## src/rtl/layer_serializer_if.sv

```systemverilog
// Handshake/data bundle between an upstream layer, the serializer and its downstream consumer.
interface layer_serializer_if #(
    parameter int unsigned NN = 30,
    parameter int unsigned DW = 16
);
    localparam int unsigned IW = (NN > 1) ? $clog2(NN) : 1;

    logic [NN-1:0]    in_valid;
    logic [NN*DW-1:0] in_data;
    logic             out_ready;
    logic             clr_ovf;
    logic [DW-1:0]    out_data;
    logic             out_valid;
    logic             out_last;
    logic [IW-1:0]    out_index;
    logic             busy;
    logic             overflow;

    modport master (
        output in_valid, in_data, out_ready, clr_ovf,
        input  out_data, out_valid, out_last, out_index, busy, overflow
    );

    modport slave (
        input  in_valid, in_data, out_ready, clr_ovf,
        output out_data, out_valid, out_last, out_index, busy, overflow
    );
endinterface

```

## src/rtl/layer_serializer.sv

```systemverilog
// Captures a full layer output vector on the rising edge of all-valid and streams it out
// one word at a time, with optional idle gaps and a one-deep pending buffer.
module layer_serializer #(
    parameter int unsigned NN        = 30,
    parameter int unsigned DW        = 16,
    parameter int unsigned GAP       = 5,
    parameter bit          LSB_FIRST = 1'b1
) (
    input  logic              clk,
    input  logic              rst,
    layer_serializer_if.slave bus
);
    localparam int unsigned IW     = (NN > 1) ? $clog2(NN) : 1;
    localparam int unsigned GW     = (GAP > 1) ? $clog2(GAP) : 1;
    localparam int unsigned VW     = NN * DW;
    localparam int unsigned GAP_M1 = (GAP > 0) ? GAP - 1 : 0;

    localparam logic [IW-1:0] LAST_CNT = IW'(NN - 1);

    localparam logic [1:0] S_IDLE = 2'd0;
    localparam logic [1:0] S_SEND = 2'd1;
    localparam logic [1:0] S_GAP  = 2'd2;

    logic [1:0]    state, state_d;
    logic [IW-1:0] cnt, cnt_d;
    logic [GW-1:0] gap_cnt, gap_d;
    logic [VW-1:0] hold, hold_d;
    logic [VW-1:0] pend, pend_d;
    logic          pend_full, pend_full_d;
    logic          av_q;
    logic          ovf_d;

    logic all_valid, cap, hs, last_hs, pend_to_hold, direct_load;

    // Map emission order to a channel number, then select that channel's word.
    function automatic logic [IW-1:0] chan_of(input logic [IW-1:0] c);
        return LSB_FIRST ? c : LAST_CNT - c;
    endfunction

    function automatic logic [DW-1:0] pick_word(input logic [VW-1:0] v, input logic [IW-1:0] c);
        logic [DW-1:0] w;
        logic [IW-1:0] ch;
        w  = '0;
        ch = chan_of(c);
        for (int k = 0; k < int'(NN); k++) begin
            if (ch == IW'(k)) w = v[k*DW +: DW];
        end
        return w;
    endfunction

    assign all_valid    = &bus.in_valid;
    assign cap          = all_valid & ~av_q;
    assign hs           = bus.out_valid & bus.out_ready;
    assign last_hs      = hs & (cnt == LAST_CNT);
    assign pend_to_hold = last_hs & pend_full;
    assign direct_load  = last_hs & ~pend_full & cap;

    // Next-state logic
    always_comb begin
        state_d     = state;
        cnt_d       = cnt;
        gap_d       = gap_cnt;
        hold_d      = hold;
        pend_d      = pend;
        pend_full_d = pend_full;
        ovf_d       = bus.overflow & ~bus.clr_ovf;

        case (state)
            S_IDLE: begin
                if (cap) begin
                    hold_d  = bus.in_data;
                    cnt_d   = '0;
                    state_d = S_SEND;
                end
            end
            S_SEND: begin
                if (last_hs) begin
                    if (pend_full) begin
                        hold_d      = pend;
                        cnt_d       = '0;
                        pend_full_d = 1'b0;
                        gap_d       = GW'(GAP_M1);
                        state_d     = (GAP > 0) ? S_GAP : S_SEND;
                    end else if (cap) begin
                        hold_d  = bus.in_data;
                        cnt_d   = '0;
                        state_d = S_SEND;
                    end else begin
                        state_d = S_IDLE;
                    end
                end else if (hs) begin
                    cnt_d   = cnt + IW'(1);
                    gap_d   = GW'(GAP_M1);
                    state_d = (GAP > 0) ? S_GAP : S_SEND;
                end
            end
            S_GAP: begin
                if (gap_cnt == '0) state_d = S_SEND;
                else               gap_d   = gap_cnt - GW'(1);
            end
            default: state_d = S_IDLE;
        endcase

        // A vector arriving while busy is parked, unless the single slot is still occupied.
        if (cap && (state != S_IDLE) && !direct_load) begin
            if (!pend_full || pend_to_hold) begin
                pend_d      = bus.in_data;
                pend_full_d = 1'b1;
            end else begin
                ovf_d = 1'b1;
            end
        end
    end

    always_ff @(posedge clk or posedge rst) begin
        if (rst) begin
            state         <= S_IDLE;
            cnt           <= '0;
            gap_cnt       <= '0;
            hold          <= '0;
            pend          <= '0;
            pend_full     <= 1'b0;
            av_q          <= 1'b0;
            bus.out_valid <= 1'b0;
            bus.out_last  <= 1'b0;
            bus.out_index <= '0;
            bus.out_data  <= '0;
            bus.busy      <= 1'b0;
            bus.overflow  <= 1'b0;
        end else begin
            state         <= state_d;
            cnt           <= cnt_d;
            gap_cnt       <= gap_d;
            hold          <= hold_d;
            pend          <= pend_d;
            pend_full     <= pend_full_d;
            av_q          <= all_valid;
            bus.out_valid <= (state_d == S_SEND);
            bus.out_last  <= (state_d == S_SEND) && (cnt_d == LAST_CNT);
            bus.out_index <= chan_of(cnt_d);
            bus.out_data  <= pick_word(hold_d, cnt_d);
            bus.busy      <= (state_d != S_IDLE) || pend_full_d;
            bus.overflow  <= ovf_d;
        end
    end
endmodule

```

## src/flat_wrapper.sv

```systemverilog
// flat-port wrapper written by rule: the top's interface ports become plain ports
module layer_serializer_flat 
#(
    parameter int unsigned NN        = 30,
    parameter int unsigned DW        = 16,
    parameter int unsigned GAP       = 5,
    parameter bit          LSB_FIRST = 1'b1
)
  (clk, rst, bus_in_valid, bus_in_data, bus_out_ready, bus_clr_ovf, bus_out_data, bus_out_valid, bus_out_last, bus_out_index, bus_busy, bus_overflow);
  layer_serializer_if #(.NN(NN), .DW(DW)) bus_i ();
  input  logic clk;
  input  logic rst;
  input wire logic [$bits(bus_i.in_valid)-1:0] bus_in_valid;
  input wire logic [$bits(bus_i.in_data)-1:0] bus_in_data;
  input wire logic [$bits(bus_i.out_ready)-1:0] bus_out_ready;
  input wire logic [$bits(bus_i.clr_ovf)-1:0] bus_clr_ovf;
  output wire logic [$bits(bus_i.out_data)-1:0] bus_out_data;
  output wire logic [$bits(bus_i.out_valid)-1:0] bus_out_valid;
  output wire logic [$bits(bus_i.out_last)-1:0] bus_out_last;
  output wire logic [$bits(bus_i.out_index)-1:0] bus_out_index;
  output wire logic [$bits(bus_i.busy)-1:0] bus_busy;
  output wire logic [$bits(bus_i.overflow)-1:0] bus_overflow;
  assign bus_i.in_valid = bus_in_valid;
  assign bus_i.in_data = bus_in_data;
  assign bus_i.out_ready = bus_out_ready;
  assign bus_i.clr_ovf = bus_clr_ovf;
  assign bus_out_data = bus_i.out_data;
  assign bus_out_valid = bus_i.out_valid;
  assign bus_out_last = bus_i.out_last;
  assign bus_out_index = bus_i.out_index;
  assign bus_busy = bus_i.busy;
  assign bus_overflow = bus_i.overflow;
  layer_serializer #(.NN(NN), .DW(DW), .GAP(GAP), .LSB_FIRST(LSB_FIRST)) u_core (.clk(clk), .rst(rst), .bus(bus_i));
endmodule
```

## config.mk

```make
export PLATFORM = sky130hd
export DESIGN_NAME = layer_serializer_flat
export DESIGN_NICKNAME = d
export VERILOG_FILES = /design/src/rtl/layer_serializer_if.sv /design/src/rtl/layer_serializer.sv /design/src/flat_wrapper.sv
export SDC_FILE = /design/constraint.sdc
export NUM_CORES = 2
export LEC_CHECK = 0
export ABC_AREA = 1
export CAP_MARGIN = 0
export CORE_UTILIZATION = 60
export CTS_BUF_LIST = sky130_fd_sc_hd__clkbuf_8
export DETAILED_ROUTE_END_ITERATION = 8
export GPL_TIMING_DRIVEN = 0
export HOLD_SLACK_MARGIN = 0.03
export PLACE_DENSITY_LB_ADDON = 0.25
export SLEW_MARGIN = 25
export SYNTH_ARGS = -nofsm -noshare
export SYNTH_HDL_FRONTEND = slang
export SYNTH_SLANG_ARGS = --single-unit
```

## constraint.sdc

```tcl
create_clock -name clk -period 35.5 [get_ports clk]
set_input_delay 5.325 -clock clk [delete_from_list [all_inputs] [get_ports clk]]
set_output_delay 5.325 -clock clk [all_outputs]
set_load 0.01 [all_outputs]
```

Yosys cells after proc, flatten, opt, wreduce, memory -nomap -nowiden
Cells that the tools add are included.
{"block": "word_totals", "reg_bits": 992, "inputBits": 514, "out_inout_bits": 25, "elab_cells": 133}
{"block": "op_classes", "n_addsub": 2, "n_eq_ne": 36, "mux": 57, "bitwise": 10, "reduce_logical": 16}
{"cell": "2-to-1 mux 480 bit", "n": 3}
{"cell": "case mux 480 bit (2 select lines)", "n": 1}
{"cell": "2-to-1 mux 16 bit", "n": 30}
{"cell": "equality test 5 bit (second input constant)", "n": 15}
{"cell": "equality test 5 x 4 -> 1 bit (second input constant)", "n": 8}
{"cell": "AND reduction 30 bit", "n": 1}
{"cell": "equality test 5 x 3 -> 1 bit (second input constant)", "n": 4}
{"cell": "2-to-1 mux 5 bit", "n": 4}
{"cell": "2-to-1 mux 3 bit", "n": 4}
{"cell": "equality test 5 x 2 -> 1 bit (second input constant)", "n": 2}
{"cell": "2-to-1 mux 2 bit", "n": 5}
{"cell": "case mux 5 bit (2 select lines)", "n": 1}
{"cell": "bitwise AND 1 bit", "n": 7}
{"cell": "2-to-1 mux 1 bit", "n": 7}
{"cell": "case mux 2 bit (3 select lines)", "n": 1}
{"cell": "case mux 3 bit (2 select lines)", "n": 1}
{"cell": "nonzero test 2 bit", "n": 3}
{"cell": "adder 5 x 1 -> 5 bit (second input constant)", "n": 1}
{"cell": "equality test 5 x 1 -> 1 bit (second input constant)", "n": 1}
{"cell": "logical NOT 5 bit", "n": 1}
{"cell": "equality test 2 x 1 -> 1 bit (second input constant)", "n": 2}
{"cell": "AND reduction 4 bit", "n": 1}
{"cell": "logical AND 1 bit", "n": 3}
{"cell": "logical NOT 3 bit", "n": 1}
{"cell": "10 further kinds", "n": 14}

Depth between registers and ports, before layout
{"block": "depth", "depth_word": 37, "ltp_mapped": 30, "mapped_depth_nobuf": 30}

Worst setup path before layout
OpenSTA, ideal clock, no wires.
{"block": "synth_path", "path_type": "in2reg", "startpoint": "input bus_in_valid[16]", "endpoint": "register u_core.bus.out_data[5]", "setup_time_ns": 0.130, "arrival_time_ns": 7.581, "t_required_ns": 35.370, "slack_ns": 27.790, "stages": 27, "path_buffers": 3, "path_cell_list": "nand2_1 > nor2_1 > nand2_1 > nor2_1 > nand3_2 > buf_6 > buf_6 > buf_4 > o21ai_1 > o21ai_0 > a21o_1 > nand2_1 > nand2_1 > nor2_1 > nand4_1 > nand2_1 > nand4_1 > nand2_1 > nand4_1 > nor2_1 > nand4_1 > nand2_1 > nand4_1 > nand2_1 > nand4_1 > nand2_1 > nand4_1"}
{"block": "synth_via", "elab_cells_between_ends": 70, "cone_classes": "29 x eq/ne; 38 x mux; 1 x bitwise; 2 x reduce/logical"}
{"item": "start: declaration", "line_no": "flat_wrapper.sv:13", "source": "input wire logic [$bits(bus_i.in_valid)-1:0] bus_in_valid;"}
{"item": "AND reduction 30 bit *", "line_no": "layer_serializer.sv:51", "source": "assign all_valid = &bus.in_valid;"}
{"item": "bitwise AND 1 bit *", "line_no": "layer_serializer.sv:52", "source": "assign cap = all_valid & ~av_q;"}
{"item": "2-to-1 mux 480 bit *", "line_no": "layer_serializer.sv:70, layer_serializer.sv:84"}
{"item": "2-to-1 mux 480 bit", "line_no": "layer_serializer.sv:78", "source": "if (pend_full) begin"}
{"item": "2-to-1 mux 480 bit", "line_no": "layer_serializer.sv:77", "source": "if (last_hs) begin"}
{"item": "case mux 480 bit (2 select lines) *", "line_no": "layer_serializer.sv:68", "source": "case (state)"}
{"item": "via u_core.hold_d[5]", "line_no": "layer_serializer.sv:27", "source": "logic [VW-1:0] hold, hold_d;"}
{"item": "2-to-1 mux 16 bit * (30 in series)", "line_no": "layer_serializer.sv:46", "source": "if (ch == IW'(k)) w = v[k*DW +: DW];"}
{"item": "end signal: assignment", "line_no": "layer_serializer.sv:141", "source": "bus.out_data <= pick_word(hold_d, cnt_d);"}
{"item": "end: declaration", "line_no": "layer_serializer_if.sv:26", "source": "output out_data, out_valid, out_last, out_index, busy, overflow"}
The timed path passes the listed nets; every way through them passes the cells marked *.
A chain may end at the register's enable or synchronous reset.

Final worst setup path
{"block": "layout_path", "startpoint": "input bus_in_valid[4]", "endpoint": "register u_core.bus.out_data[15]"}
The elaborated chain is that of the path after synthesis.

==> flow_summary.yaml <==
timing:
  period_minus_slack_ns: 10.14
  worst_pin_slew_ns: 1.17
  fmax_ghz: 0.0986
  timing.final.crit_share_pct: 28.6
  timing.slew.headroom_pct: 22.1
  rsz0062_at_grt: "false"
  skew_ns: 0.0359
  maxSlewViolCount: 0
  finalSetupViolCount: 0
  hold_viol_final: 0
  hold-worst-slack_ns: 0.486
route:
  drc: 0
  vias: 62700
  vias_per_cell: 6.90
  wl_per_cell_um: 27.2
  postRouteAntennaNets: 0
  drt_iter0_drc: 9928
  first_pass_iters: 8
  wirelength_mm: 247
cts:
  ctsResizeCount: 0
  cts_made_buffers: 174
  cts_num_sinks: 992
  ctsHtreeMaxLevel: 4
  worstSkewPairLatency_ns: 0.94
  cts_tree: "done"
  cts_setup_buffers: 0
  clk_pin_slew_ns: 0.06
  cts-root-buf: "clkbuf_8"
  clockBufferDepth: 3
  holdBufCountCts: 0
floorplan:
  die_y_um: 310
  die_area_um2: 96400
  coreArea_um2: 93700
  start_util_pct: 60.9
  row_count: 112
  pin_count: 539
  fp.dieW_um: 310
synthesis:
  syn-cell-area_um2: 57100
  yosys_warnings: 0
  ys_types: 47
  synth_area_leaders: "dfrtp_1, nand2_1, o21ai_0, mux2_2, o211ai_1"
  ys_seq_area_share_pct: 43.5
  synth_edf_count: 0
  yosys.area.top_type: "dfrtp_1"
  yosysTopAreaCellShare_pct: 43.5
  synth_flop_cell: "dfrtp_1"
  yosys_register_bits: 992
  async_flop_share_pct: 100
  synth_cells: 6951
  synth_area_per_cell_um2: 8.21
  synth_nets: 7469
global_routing:
  grt_pass1_vias: 59700
  grt_overflow: 0
  antenna_found_initial: 3
  grt_max_degree: 99
  grt_pass1_wl_mm: 362
  grt_usage_pct: 50.4
worst_setup_path:
  end_kind: "flip-flop"
  required_ns: 36.28
  crit_top_cell: "nand2_1"
  crit_start: "bus_in_valid[4]"
  crit_arrival_ns: 10.92
  timing.rr.start: "u_core.state[1]"
  critPathLaunchType: "input port"
  crit_fanout: 10
  crit_type: "in2reg"
  critical_path.slowest_cell: "clkbuf_1"
  critPathMaxStageDelay_ns: 0.62
place:
  port_buffers: 538
  gp_congestion: 1.03
  hpwl_mm: 179
worst_hold_path:
  hp-class: "reg2reg"
  hp-start: "u_core.pend[105]"
final_layout:
  fin_util_pct: 72.5
  final_common_cell: "nand2_1"
  fin_nets: 8197
  layout_common_cells: "nand2_1, dfrtp_1, o21ai_0"
  nFillCells: 7305
  area_growth_pct: 19.1
  layout-drive-gt1-share_pct: 13.4
status:
  status: "complete, no violations"
pwr:
  power_density_nw_per_um2: 62.4
  total_power_mw: 4.24
  p_leak_nw: 31.7
  peakVddDrop_mv: 0.0447
flow_run:
  cap_violations: 0
==> layout make-up <==
class	instances	area (um^2)	share of cell area, %
clock inverters	98	452	0.665
repair buffers	552	5750	8.46
plain buffers	577	2670	3.93
flip-flops and latches	992	24800	36.5
multi-input cells	4788	27400	40.3
well taps	1254	1570	2.31
clock buffers	223	3070	4.52
diodes	4	10.0	0.0147
inverters	594	2240	3.29
==> cell usage after synthesis (3+ instances only) <==
| master | count |
|---|---|
| and3_1 | 12 |
| mux2i_1 | 11 |
| mux2_2 | 363 |
| buf_1 | 61 |
| o211ai_1 | 434 |
| a31oi_1 | 25 |
| ha_1 | 4 |
| a21o_1 | 3 |
| dfrtp_1 | 992 |
| nor2_2 | 12 |
| inv_1 | 576 |
| nor2_1 | 96 |
| nand4_1 | 170 |
| clkinv_1 | 7 |
| or2_2 | 122 |
| a31o_2 | 3 |
| nand2_2 | 11 |
| nor3_1 | 4 |
| nand3_1 | 202 |
| buf_2 | 183 |
| a21oi_1 | 608 |
| nand2_1 | 1327 |
| o21ai_1 | 129 |
| o21ai_0 | 900 |
| nor2_4 | 6 |
| o21ai_2 | 17 |
| buf_6 | 32 |
| clkbuf_1 | 291 |
| buf_4 | 10 |
| o221ai_1 | 286 |
| inv_2 | 11 |
| o22ai_1 | 25 |
==> cell families (layout without fill, tap and decap cells) <==
logic type      Yosys count  after routing  synth area share (%)
compound gates         2435           2435                  25.4
simple gates           1974           1974                  15.1
buf+inv                1171           2044                  8.59
flops                   992            992                  43.5
mux                     374            374                  7.35
fa+ha+maj                 4              4                0.0877
xor+xnor                  1              1                0.0153
other cells               0              4                     0
==> per-stage QoR <==
step | instances | setup TNS [ns] | instance area [um^2] | setup WS, ns
final | 9082 | 0 | 68000 | 25.36
after detailed placement | 8757 | 0 | 64400 | 24.91
after floorplan | 6951 | 0 | 57100 | 2.27
after global placement | 8743 | -9654.74 | 64000 | -9.89
after global routing | 9080 | 0 | 68000 | 25.50
after CTS | 9078 | 0 | 68000 | 25.82
==> worst max-delay path, delay by kind of cell <==
family | cells | cell delay, ns
AND/OR/NAND/NOR | 24 | 4.12
buffers and inverters | 3 | 1.24
AO/OA/AOI/OAI | 2 | 0.22
==> worst paths after layout <==
check / endpoint / slack [ns] / cells after the start
worst max-delay path: u_core.bus.out_data[15] / 25.36 / 29
worst min-delay path: u_core.pend[105] / 0.49 / 2
worst max register to register: u_core.bus.out_data[15] / 29.61 / 24
worst min register to register: u_core.pend[105] / 0.49 / 2
max in group asynchronous: u_core.hold[156] / 28.42 / 7
min in group asynchronous: u_core.bus.out_data[0] / 4.80 / 2
==> flip-flops by register name (all words and copies together) (netlist names) <==
| signal | cells |
|---|---|
| u_core.av_q | 1 |
| u_core.bus.busy | 1 |
| u_core.bus.out_data | 16 |
| u_core.bus.out_index | 5 |
| u_core.bus.out_last | 1 |
| u_core.bus.out_valid | 1 |
| u_core.bus.overflow | 1 |
| u_core.gap_cnt | 3 |
| u_core.hold | 480 |
| u_core.pend | 480 |
| u_core.pend_full | 1 |
| u_core.state | 2 |
==> power breakdown <==
part	total, mW	internal [mW]	switching (mW)
Clock	1.09	0.564	0.526
Sequential	1.50	1.37	0.133
Combinational	1.65	0.482	1.17
==> routing by layer <==
metal | track usage [%] | up-vias | wire length, um
li1 | - | 26000 | -
met5 | 0 | - | 12
met1 | 62.1 | 29600 | 85600
met4 | 40.3 | 2 | 23300
met3 | 18.1 | 1380 | 36900
met2 | 71.4 | 5676 | 101000
(Power assumes the default switching activity.)
